===== src/rtl/instr_fetch.sv =====
// rtl/instr_fetch.sv - instruction fetch stage with one-entry skid buffer
//
// Purpose: issues one instruction-memory request at a time from an internal pc,
// registers the returned word for decode, parks one word in a skid buffer when
// decode stalls, and redirects on taken branches.
//
// Ports:
//   clk, reset            rising-edge clock, asynchronous active-high reset
//   imem_req/imem_addr    level request and byte address (always the pc)
//   imem_ready/imem_rdata memory response for the current address
//   stall                 decode cannot accept a new instruction this cycle
//   branch_taken/target   redirect request from decode
//   if_instruction/if_pc4/if_valid  registered output to decode
module instr_fetch #(
  parameter logic [31:0] RESET_PC = 32'h0000_0000,
  parameter logic [31:0] NOP_WORD = 32'h0000_0000
) (
  input  logic        clk,
  input  logic        reset,
  output logic        imem_req,
  output logic [31:0] imem_addr,
  input  logic        imem_ready,
  input  logic [31:0] imem_rdata,
  input  logic        stall,
  input  logic        branch_taken,
  input  logic [31:0] branch_target,
  output logic [31:0] if_instruction,
  output logic [31:0] if_pc4,
  output logic        if_valid
);

  typedef enum logic {S_REQ = 1'b0, S_HOLD = 1'b1} state_t;

  state_t      state_q, state_d;
  logic [31:0] pc_q, pc_d;
  logic [31:0] if_instr_q, if_instr_d;
  logic [31:0] if_pc4_q, if_pc4_d;
  logic        if_valid_q, if_valid_d;
  logic [31:0] skid_q, skid_d;
  logic [31:0] skid_pc4_q, skid_pc4_d;

  logic        fetch_done;
  logic        out_free;
  logic [31:0] pc_plus4;

  // Natural 32-bit overflow gives the required wrap at the top of memory.
  assign pc_plus4   = pc_q + 32'd4;
  assign fetch_done = (state_q == S_REQ) && imem_ready;
  assign out_free   = !if_valid_q || !stall;

  always_comb begin
    state_d    = state_q;
    pc_d       = pc_q;
    if_instr_d = if_instr_q;
    if_pc4_d   = if_pc4_q;
    if_valid_d = if_valid_q;
    skid_d     = skid_q;
    skid_pc4_d = skid_pc4_q;

    if (branch_taken) begin
      // Redirect wins over everything; any word returning this cycle is dropped.
      pc_d       = {branch_target[31:2], 2'b00};
      if_valid_d = 1'b0;
      if_instr_d = NOP_WORD;
      skid_d     = 32'd0;
      skid_pc4_d = 32'd0;
      state_d    = S_REQ;
    end else begin
      case (state_q)
        S_REQ: begin
          if (fetch_done) begin
            pc_d = pc_plus4;
            if (out_free) begin
              if_instr_d = imem_rdata;
              if_pc4_d   = pc_plus4;
              if_valid_d = 1'b1;
            end else begin
              skid_d     = imem_rdata;
              skid_pc4_d = pc_plus4;
              state_d    = S_HOLD;
            end
          end else if (out_free) begin
            if_valid_d = 1'b0;
            if_instr_d = NOP_WORD;
          end
        end
        S_HOLD: begin
          // The output register is necessarily valid here, so it frees only on !stall.
          if (!stall) begin
            if_instr_d = skid_q;
            if_pc4_d   = skid_pc4_q;
            if_valid_d = 1'b1;
            state_d    = S_REQ;
          end
        end
        default: state_d = S_REQ;
      endcase
    end
  end

  always_ff @(posedge clk or posedge reset) begin
    if (reset) begin
      state_q    <= S_REQ;
      pc_q       <= RESET_PC;
      if_instr_q <= NOP_WORD;
      if_pc4_q   <= 32'd0;
      if_valid_q <= 1'b0;
      skid_q     <= 32'd0;
      skid_pc4_q <= 32'd0;
    end else begin
      state_q    <= state_d;
      pc_q       <= pc_d;
      if_instr_q <= if_instr_d;
      if_pc4_q   <= if_pc4_d;
      if_valid_q <= if_valid_d;
      skid_q     <= skid_d;
      skid_pc4_q <= skid_pc4_d;
    end
  end

  // Gating with reset keeps the request low for the whole reset window.
  assign imem_req       = (state_q == S_REQ) && !reset;
  assign imem_addr      = pc_q;
  assign if_instruction = if_instr_q;
  assign if_pc4         = if_pc4_q;
  assign if_valid       = if_valid_q;

endmodule


===== config.mk =====
export PLATFORM = sky130hd
export DESIGN_NAME = instr_fetch
export DESIGN_NICKNAME = d
export VERILOG_FILES = /design/src/rtl/instr_fetch.sv
export SDC_FILE = /design/constraint.sdc
export NUM_CORES = 1
export LEC_CHECK = 0
export CAP_MARGIN = 20
export CORE_ASPECT_RATIO = 0.6
export CORE_UTILIZATION = 51
export CTS_CLUSTER_SIZE = 10
export DETAILED_ROUTE_END_ITERATION = 7
export PLACE_DENSITY = 0.84
export SYNTH_ARGS = -nofsm -noshare
export SYNTH_HDL_FRONTEND = slang
export SYNTH_SLANG_ARGS = --single-unit

===== constraint.sdc =====
create_clock -name clk -period 6.95 [get_ports clk]
set_input_delay 1.0425 -clock clk [delete_from_list [all_inputs] [get_ports clk]]
set_output_delay 1.0425 -clock clk [all_outputs]
set_load 0.05 [all_outputs]

# --- After elaboration in Yosys (flattened, before gate mapping) ---
# Index checks and enable logic that the tools add are counted.
word_totals:
  reg_bits: 162
  in_bits: 69
  output_inout_bits: 98
  elab_cells: 60
op_classes:
  n_addsub: 1
  n_eq_ne: 7
  n_mux: 32
  bitwise_logic: 2
  n_reduce_logical: 11
op_table:
  columns: ["op", "n"]
  rows:
  - ["two-way mux 32 bit", 19]
  - ["case mux 32 bit (2 select lines)", 2]
  - ["adder 32 x 3 -> 32 bit, second input constant", 1]
  - ["inequality test 2 bit, second input constant", 5]
  - ["two-way mux 1 bit", 9]
  - ["inequality test 3 bit, second input constant", 2]
  - ["case mux 1 bit (2 select lines)", 2]
  - ["AND reduction 2 bit", 2]
  - ["AND reduction 4 bit", 1]
  - ["logical NOT 1 bit", 3]
  - ["AND reduction 3 bit", 1]
  - ["logical AND 1 bit", 2]
  - ["NOT 1 bit", 2]
  - ["nonzero test 2 bit", 1]
  - ["logical OR 1 bit", 1]

# --- Depth between registers and ports, before layout ---
# Gate-level depths: netlist of run 1.
logic_depth:
  word_depth: 6
  ltp_mapped: 8
  depth_no_buf: 6

# --- Worst setup path after synthesis of run 1 ---
# Ideal clock, no wire load.
synth_path:
  path_kind: "input to output"
  start: "input reset"
  end: "output imem_req"
  arrival_time_ns: 1.687
  t_required_ns: 5.907
  path_slack_ns: 4.220
  stages: 1
  path_buffers: 0
  cell_sequence: "nor2_1"
synth_between:
  elab_chain_cells: 2
synth_rtl:
  columns: ["item", "line", "rtl"]
  rows:
  - ["from (decl)", "19", "input logic reset,"]
  - ["logical NOT 1 bit", "122", "assign imem_req = (state_q == S_REQ) && !reset;"]
  - ["logical AND 1 bit", "122", null]
  - ["to (decl)", "20", "output logic imem_req,"]
# No other way between the ends.

# --- Worst setup path in the final report of run 1 ---
# Ends and elaborated chain as after synthesis.

==> results of run 1 <==
[routing by layer]
metal	global-route usage (%)	vias to the layer above	share of wire, %
met2	44.2	335	44
met5	0	-	0
met4	9.54	0	1.7
met1	41.0	3155	45
met3	7.61	40	9.3
li1	-	2969	-
[cells in the final DEF, fill, tap and decap left out, types with 11 or more instances in the layout]
cell type        count
nand4_1             16
clkdlybuf4s50_1    161
xnor2_1             19
a22o_1              44
a21oi_1             34
and3_1              35
clkbuf_16           17
o21ai_0             94
nand3_1             26
inv_1               15
xor2_1              31
dfrtp_1            157
nor2_1              28
nand2_1            112
buf_4               11
[kinds of logic after synthesis]
logic type,Yosys count
simple gates,261
compound gates,209
flops,158
buf+inv,80
xor+xnor,50
mux,7
fa+ha+maj,1
other cells,1
[critical path, stage by stage]
cell and delay [ns]:
clkdlybuf4s50_1 0.48, nor2_1 0.11, clkdlybuf4s50_1 0.80
[power by group]
| group | leakage [nW] | switching [W] | internal (W) | total (W) |
|---|---|---|---|---|
| combinational | 1.90 | 0.000401 | 0.000209 | 0.000610 |
| clock | 0.283 | 0.000410 | 0.000516 | 0.000926 |
| sequential | 2.08 | 0.0000788 | 0.000991 | 0.00107 |
| total | 4.27 | 0.000890 | 0.00172 | 0.00261 |
[layout make-up]
cell class                 instances  area, µm²  area share [%]
tap                              192        240            2.45
timing repair buffer             175       1750            17.9
inverter                          16       65.1           0.664
sequential                       158       3960            40.4
multi-input combinational        530       3200            32.6
clock buffer                      18        439            4.49
clock inverter                    14        143            1.46
[stage by stage]
stage	hold slack (ns)	utilization (%)	setup WS [ns]	std cells	cell area, µm²
after floorplan	0.445	-	1.64	768	7480
after global placement	0.460	65.4	3.16	1069	9160
after detailed placement	0.466	65.4	3.13	1069	9160
after CTS	0.483	69.6	3.45	1101	9740
after global routing	0.507	70.0	3.36	1103	9790
final	0.477	70.0	3.47	1103	9790
[flip-flops by register name, indices dropped and copies added, names as in the netlist]
| register | cells |
|---|---|
| if_pc4 | 31 |
| imem_addr | 30 |
| skid_q | 32 |
| skid_pc4_q | 31 |
| if_instruction | 32 |
| if_valid | 1 |
| state_q | 1 |
[path summary, 6_finish.rpt]
path	startpoint	end	depth (start not counted)	slack, ns
worst min register to register	if_instruction[7]	if_instruction[7]	2	0.48
min in group asynchronous	reset	if_pc4[14]	2	1.02
worst max register to register	state_q	if_pc4[16]	6	4.20
worst min-delay path	if_instruction[7]	if_instruction[7]	2	0.48
max in group asynchronous	reset	state_q	4	4.53
worst max-delay path	reset	imem_req	3	3.47
==> metrics.log, run 1 <==
INFO  metric fp-row-count = 33
INFO  metric post_cts_resize_count = 0
INFO  metric leakage = between 4 and 5 nW
INFO  metric synth_compound_area_share = 17.5%
INFO  metric synth_area_leader_cell = dfrtp_1
INFO  metric number_of_failing_hold_endpoints_at_the_final_stage = 0
INFO  metric yosysMostFrequentCell = dfrtp_1
INFO  metric critical_path.endpoint_type = output port
INFO  metric synth_area = 7480 µm²
INFO  metric min-delay-path-class = reg -> reg
INFO  metric layout-drive-gt1-share = ~6.8%
INFO  metric flip_flop_cell_with_the_highest_count_after_synthesis = dfrtp_1
INFO  metric power = 0.00261 W
INFO  metric synth.cells.most_frequent = 158 x dfrtp_1, 112 x nand2_1, 94 x o21ai_0, 44 x a22o_1, 35 x and3_1
INFO  metric ys_async_sr_fraction = 100%
INFO  metric crit_path_max_fanout = 2
INFO  metric syn_avg_cell_area = slightly below 10 µm²
INFO  metric floorplan.core_area = 14000 µm²
INFO  metric synth-simple-area-share = 17.8%
INFO  metric timing_worst_slew_pin_value = ~0.98 ns
INFO  metric antenna_found_initial = 0
INFO  metric power_per_unit_of_standard_cell_area = between 200 and 300 nW/µm²
INFO  metric dominant_combinational_cell_family_by_area_after_synthesis = simple AND/OR/NAND/NOR gates
INFO  metric ys_types = 50
INFO  metric timing.final.setup_violations = 0
INFO  metric maximum_number_of_pins_on_one_net_before_global_route_repair = 113
INFO  metric cp.arrival = 2.44 ns
INFO  metric route.final.wire_length = between 20000 and 25000 µm
INFO  metric die_span_in_x = ~160 µm
INFO  metric ctsRootBufferMaster = clkbuf_16
INFO  metric synth_mux_area_share = 0.987%
INFO  metric startpoint_kind_of_the_worst_setup_timing_path = input pin
INFO  metric h-tree-depth = 4
INFO  metric grt_use_total = 29.2%
INFO  metric drtAntennaViolNets = 0
INFO  metric setup_repair_after_global_routing_missed_its_margin = false
INFO  metric post_synth_xor_xnor_area = slightly below 6%
INFO  metric critical_path_required = 5.91 ns
INFO  metric clk_lat_worst_skew = 0.42 ns
INFO  metric cap_viol_max_count = 0
INFO  metric synth_area_leaders = dfrtp_1 53%, o21ai_0 6.3%, nand2_1 5.6%
INFO  metric final.fill_count = 1043
INFO  metric max-slew-margin-rel = roughly 34%
INFO  metric drt_drc_violations_left = 0
INFO  metric flow.area_growth_from_synthesis = 30.9%
INFO  metric detailedRoute.firstPassIterationCount = 5
INFO  metric routed-via-count = 6499
INFO  metric globalplace.congestion = 0.872
INFO  metric numCtsBuffers = 17
INFO  metric cts_tree = built
INFO  metric post-route-min-period = 3.48 ns
INFO  metric 1st_iter_drt_viols = ~640
INFO  metric ios = 167
INFO  metric n_diodes = 0
INFO  metric synth_seq_area_share = 52.9%
INFO  metric clkTransAtPathRegs = about 0.06 ns
INFO  metric synth_top_cell_area_share = 52.9%
INFO  metric finish.net_count = 968
INFO  metric fp.dieArea = about 15000 µm²
INFO  metric grt_pass1_wl = 33100 µm
INFO  metric synthAdderAreaFrac = 0.167%
INFO  metric final_max_slew_viol_count = 0
INFO  metric cts_hold_buf = 0
INFO  metric clock_path_buffers = 2
INFO  metric yosysWarnings = 0
INFO  metric vdd.ir_drop.worst = 0.152 mV
INFO  metric vias_per_cell = 5.89
INFO  metric maxClockFrequency = 287 MHz
INFO  metric post_synth_inst_count = between 700 and 800
INFO  metric postCtsSetupRepairBufs = 0
INFO  metric outcome = finished, final reports clean
INFO  metric grt_overflow_total = 0
INFO  metric synth_edf_count = 0
INFO  metric post-route-period-util = between 50% and 60%
INFO  metric finalClockSkew = 0.0134 ns
INFO  metric critical_path_class = in -> out
INFO  metric drt-wirelength-per-cell = 19.3 µm
INFO  metric dp_hpwl = 13500 µm
INFO  metric synth-seq-cells = around 160
INFO  metric initial_utilization = 53.4%
INFO  metric fp.dieH = roughly 96 µm
INFO  metric grt_pass1_vias = 6193
INFO  metric cts.sinks = between 150 and 200
INFO  metric buffer_ports.inserted = 162
INFO  metric setup_total_negative_slack = 0 ns
Power figures use the tool's default switching activity.
==> run 2: changes to the inputs <==
- clock period: 6.95 -> 3.4 ns (I/O delays scaled with it)
==> metrics.log, run 2 (synthesized netlist as in run 1, its figures left out) <==
INFO  metric outcome = finished, final reports clean
INFO  metric setup_slack = 0.668 ns (-2.80 ns)
INFO  metric initial_utilization = 53.4% (unchanged)
INFO  metric vdd.ir_drop.worst = 0.299 mV (+97%)
INFO  metric finalClockSkew = 0.00945 ns (-0.00393 ns)
INFO  metric buffer_ports.inserted = 162 (unchanged)
INFO  metric fp.dieArea = 15200 µm² (unchanged)
INFO  metric crit_path_max_fanout = 43 (+41)
INFO  metric maxClockFrequency = 366 MHz
INFO  metric timing.final.setup_violations = 0 (unchanged)
INFO  metric regToRegEndpoint = imem_addr[30]
INFO  metric grt_overflow_total = 0 (unchanged)
INFO  metric post_cts_resize_count = 0 (unchanged)
INFO  metric number_of_failing_hold_endpoints_at_the_final_stage = 0 (unchanged)
INFO  metric layout-drive-gt1-share = 7.31% (+0.50 points)
INFO  metric clock_path_buffers = 2 (unchanged)
INFO  metric startpoint_kind_of_the_worst_setup_timing_path = flop
INFO  metric critical_path_required = 2.89 ns (-3.02 ns)
INFO  metric critical_path_class = reg -> out
INFO  metric numCtsBuffers = 17 (unchanged)
INFO  metric n_diodes = 0 (unchanged)
INFO  metric ios = 167 (unchanged)
INFO  metric grt_pass1_wl = 32800 µm (-1.0%)
INFO  metric r2r.worst_path.cells = 6 (unchanged)
INFO  metric fp-row-count = 33 (unchanged)
INFO  metric cap_viol_max_count = 0 (unchanged)
INFO  metric floorplan.core_area = 14000 µm² (unchanged)
INFO  metric globalplace.congestion = 0.914 (+4.9%)
INFO  metric finish.net_count = 975 (+0.72%)
INFO  metric routed-via-count = 6533 (+0.52%)
INFO  metric cts_hold_buf = 0 (unchanged)
INFO  metric drtAntennaViolNets = 0 (unchanged)
INFO  metric timing_worst_slew_pin_value = 0.900 ns (-0.0820 ns)
INFO  metric max-slew-margin-rel = 40.0% (+5.8 points)
INFO  metric cp.arrival = 2.22 ns (-0.22 ns)
INFO  metric maximum_number_of_pins_on_one_net_before_global_route_repair = 88 (-22%)
INFO  metric flow.area_growth_from_synthesis = 30.9% (about the same)
INFO  metric mostFrequentLayoutCells = 161 x clkdlybuf4s50_1, 157 x dfrtp_1, 112 x nand2_1
INFO  metric drt-wirelength-per-cell = 18.8 µm (-3.0%)
INFO  metric post-route-period-util = 80.3%
INFO  metric vias_per_cell = 5.89 (about the same)
INFO  metric setup_total_negative_slack = 0 ns (unchanged)
INFO  metric route.final.wire_length = 20800 µm (-2.5%)
INFO  metric fp.dieH = 95.8 µm (unchanged)
INFO  metric critical_path.endpoint_type = output port
INFO  metric most_frequent_standard_cell_in_the_layout_excluding_fill_and_tap_cells = clkdlybuf4s50_1
INFO  metric clkTransAtPathRegs = 0.06 ns (about the same)
INFO  metric final_max_slew_viol_count = 0 (unchanged)
INFO  metric cts.sinks = 158 (unchanged)
INFO  metric reg2reg_from = imem_addr[2]
INFO  metric grt_pass1_vias = 6105 (-1.4%)
INFO  metric clk_lat_worst_skew = 0.42 ns (about the same)
INFO  metric die_span_in_x = 158 µm (unchanged)
INFO  metric cts_tree = built
INFO  metric grt_use_total = 28.5% (-0.71 points)
INFO  metric ctsRootBufferMaster = clkbuf_16
INFO  metric crit_path_start = state_q
INFO  metric post-route-min-period = 2.73 ns
INFO  metric dp_hpwl = 14000 µm (+4.0%)
INFO  metric leakage = 4.26 nW (-0.21%)
INFO  metric min-delay-path-class = reg -> reg
INFO  metric postCtsSetupRepairBufs = 0 (unchanged)
INFO  metric h-tree-depth = 4 (unchanged)
INFO  metric worst-r2r-setup-slack = 0.95 ns (-3.25 ns)
INFO  metric drt_drc_violations_left = 0 (unchanged)
INFO  metric setup.worst_path.end = imem_req
INFO  metric dpl_worst_slack = 0.727 ns (-2.40 ns)
INFO  metric setup_repair_after_global_routing_missed_its_margin = false
INFO  metric antenna_found_initial = 0 (unchanged)
INFO  metric final.fill_count = 1039 (-0.38%)
INFO  metric detailedRoute.firstPassIterationCount = 6 (+1)
INFO  metric power_per_unit_of_standard_cell_area = 530 nW/µm² (+99%)
INFO  metric 1st_iter_drt_viols = 574 (-9.9%)
-- run 2: changes by cell type in the layout (fill, tap and decap cells not counted), sizes merged --
cell and change:
clkinv +1, inv -5, clkinvlp +4, bufinv -1, buf +7
-- run 2: worst min-delay path by stage --
stage                             startpoint                 end  slack (ns)  depth (start not counted)
after floorplan               skid_pc4_q[25]      skid_pc4_q[25]        0.44                          2
after global placement        skid_pc4_q[27]      skid_pc4_q[27]        0.46                          1
after detailed placement  if_instruction[29]  if_instruction[29]        0.47                          2
after CTS                 if_instruction[29]  if_instruction[29]        0.48                          2
after global routing          skid_pc4_q[13]      skid_pc4_q[13]        0.50                          2
final                     if_instruction[29]  if_instruction[29]        0.48                          2
-- run 2: worst max-delay path, cell delays in order, from the launching register on --
cell and delay [ns]:
dfrtp_2 0.96, nor2_1 0.11, clkdlybuf4s50_1 0.73
-- run 2: power breakdown --
part           internal [W]  total, W  leakage (nW)  switching (W)
clock              0.000944   0.00175         0.246       0.000808
combinational      0.000433   0.00125          1.93       0.000814
sequential          0.00203   0.00219          2.08       0.000163
-- run 2: per-stage QoR --
| stage | total power, W | hold WS, ns | cells | area, µm² | utilization, % |
|---|---|---|---|---|---|
| 2_1_floorplan | 0.00297 | 0.445 | 768 | 7490 | - |
| 3_3_place_gp | 0.00344 | 0.461 | 1078 | 9260 | 66.1 |
| 3_5_place_dp | 0.00346 | 0.469 | 1078 | 9260 | 66.1 |
| 4_1_cts | 0.00520 | 0.483 | 1109 | 9800 | 70.0 |
| 5_1_grt | 0.00537 | 0.500 | 1109 | 9800 | 70.0 |
| 6_report | 0.00519 | 0.480 | 1109 | 9800 | 70.0 |
-- run 2: area by class of cell --
| class | count | area [µm²] | area share (%) |
|---|---|---|---|
| Sequential cell | 158 | 3960 | 40.4 |
| Tap cell | 192 | 240 | 2.45 |
| Timing Repair Buffer | 182 | 1800 | 18.4 |
| Clock buffer | 18 | 429 | 4.38 |
| Clock inverter | 13 | 108 | 1.10 |
| Multi-Input combinational cell | 530 | 3200 | 32.6 |
| Inverter | 16 | 63.8 | 0.651 |
-- run 2: per-layer routing --
| metal | GRT usage (%) | wire (µm) |
|---|---|---|
| met5 | 0 | 0 |
| met4 | 6.65 | 136 |
| met3 | 6.30 | 1970 |
| met2 | 41.4 | 9020 |
| met1 | 43.1 | 9670 |
==> RTL edit, RTL diff (flow settings as in run 1) <==
Reset style: synchronous (`reset`), changed in one clocked block. Comments in the files are not updated.
--- a/src/rtl/instr_fetch.sv
+++ b/src/rtl/instr_fetch.sv
@@ -98,7 +98,7 @@
     end
   end
 
-  always_ff @(posedge clk or posedge reset) begin
+  always_ff @(posedge clk) begin
     if (reset) begin
       state_q    <= S_REQ;
       pc_q       <= RESET_PC;
Function: differs if reset is asserted again (counterexample within 4 cycles, from zero or initial values and one cycle with reset high); with reset held inactive, the same outputs for 4 cycles.
==> RTL edit against run 1 <==
- via count is 4.7% higher
- sequential cell count is 2 lower
- design area down 5.3%
- area after synthesis decreased by 5.4%
- wire length is 6.1% lower
- setup slack got worse by 0.39 ns
- count of clock-buffer cells in the layout unchanged
- critical path depth increased by 3
- power down 14%
- critical path type is now input port to register
==> RTL edit: results (changes against run 1) <==
metric,value,unit,change
muxShareOfSynthArea,0.0113,,+0.00145
hold_start,skid_q[17],,
ff2ff_setup_slack,3.75,ns,-0.45 ns
met1_usage,0.420,,+0.00978
antenna_found_initial,0,,unchanged
timing.rr.end,if_pc4[19],,
slowest_delay,0.93,ns,+0.13 ns
wl_met1,9500,µm,-0.86%
r2r-start,state_q,,
nFillCells,1046,,+0.29%
wl_met2,8320,µm,-11%
synth_top_area_frac,0.441,,-0.0873
seq_power_share,0.429,,+0.019
ys_types,43,,-14%
nets,1069,,+10%
ys.flop_type,dfxtp_1,,
routedWlPerCell,17.0,µm,-12%
cp_top_family,simple AND/OR/NAND/NOR gates,,
drt-initial-drc-count,590,,-7.4%
synthAdderAreaFrac,0.00177,,+0.0000952
path_max_fanout,42,,+40
layout-drive-gt1-share,0.0594,,-0.00865
place.gp.congestion,0.907,,+4.0%
status,"complete, no violations",,
holdPathEnd,skid_q[17],,
hold_ws,0.456,ns,-0.0208 ns
clk_latency,0.42,ns,about the same
power_switching_share,0.279,,-0.0625
post_cts_resized,0,,unchanged
worstPathArrival,4.15,ns,+1.71 ns
synthTopCellsByArea,"dfxtp_1 44%, nand2_1 7.1%, a21oi_1 6.6%",,
cp_slowest_cell,nor2b_1,,
grt_max_degree,65,,-42%
synth_compound_area_frac,0.200,,+0.0252
worstMarginPinSlew,1.12,ns,+0.140 ns
pg_clk,0.000956,W,+3.2%
fin_skew,0.00792,ns,-0.00545 ns
seq_area_frac_synth,0.441,,-0.0873
async_reset_ff_frac,0,,-1.00
num_vias,6802,,+4.7%
grt_pass1_vias,6308,,+1.9%
reg2regPathDepth,5,,-1
grt_pass1_wl,32600,µm,-1.6%
ys_top_cells_by_count,"156 x dfxtp_1, 133 x nand2_1, 102 x nor2_1",,
synthXorXnorAreaFrac,0.0656,,+0.00704
dr_wl_met3,1940,µm,-2.8%
cts_htree_levels,4,,unchanged
met3_usage,0.0723,,-0.00380
p_leak,3.17,nW,-26%
top_layer,met4,,
ir_drop,187,µV,+23%
use_met2,0.413,,-0.0294
place_hpwl,13100,µm,-2.5%
io_buffers,160,,-1.2%
grt_usage,0.287,,-0.00464
-- RTL edit: changes by cell type after synthesis, sizes merged, moves of 11 or more --
cell,run 1,this run
dfrtp,158,0
dfxtp,0,156
nor2,30,102
a21oi,34,93
o21ai,98,51
a211oi,0,44
a22o,44,0
clkbuf,35,63
xnor2,19,45
xor2,31,8
nand2,112,133
nor3,8,24
inv,16,1
buf,29,18
-- RTL edit: how the worst max path moves through the flow --
stage	endpoint	startpoint	slack, ns	depth (start not counted)
after detailed placement	skid_pc4_q[2]	imem_ready	2.69	6
after CTS	skid_pc4_q[2]	imem_ready	3.10	6
after floorplan	imem_req	reset	4.19	1
final	skid_pc4_q[2]	imem_ready	3.08	6
after global placement	skid_pc4_q[2]	imem_ready	2.67	6
after global routing	skid_pc4_q[2]	imem_ready	2.92	7
-- RTL edit: layout make-up --
type / count / area (µm²) / area share
clock buffers: 18 / 429 / 0.0463
well taps: 170 / 213 / 0.0229
inverters: 4 / 15.0 / 0.00162
repair buffers: 170 / 1690 / 0.182
multi-input cells: 650 / 3640 / 0.392
clock inverters: 12 / 164 / 0.0177
flip-flops and latches: 156 / 3120 / 0.337
-- RTL edit: metrics by stage --
step	cell area (µm²)	total power (W)	setup slack, ns	instances	util
after floorplan	7090	0.00117	4.19	891	-
after detailed placement	8650	0.00129	2.69	1149	0.657
after CTS	9250	0.00223	3.10	1179	0.702
after global routing	9270	0.00231	2.92	1180	0.704
after global placement	8650	0.00129	2.67	1149	0.657
final	9270	0.00223	3.08	1180	0.704
-- RTL edit: cell families (layout without fill, tap and decap cells) --
kind of cell               count (synthesis)  count (layout)
xor gates and xnor gates                  53              53
adders and majority gates                  1               1
muxes                                      8               8
other                                      1               4
buffers and inverters                     85             204
AOI/OAI and AO/OA                        236             236
and+or+nand+nor                          348             348
DFF                                      156             156
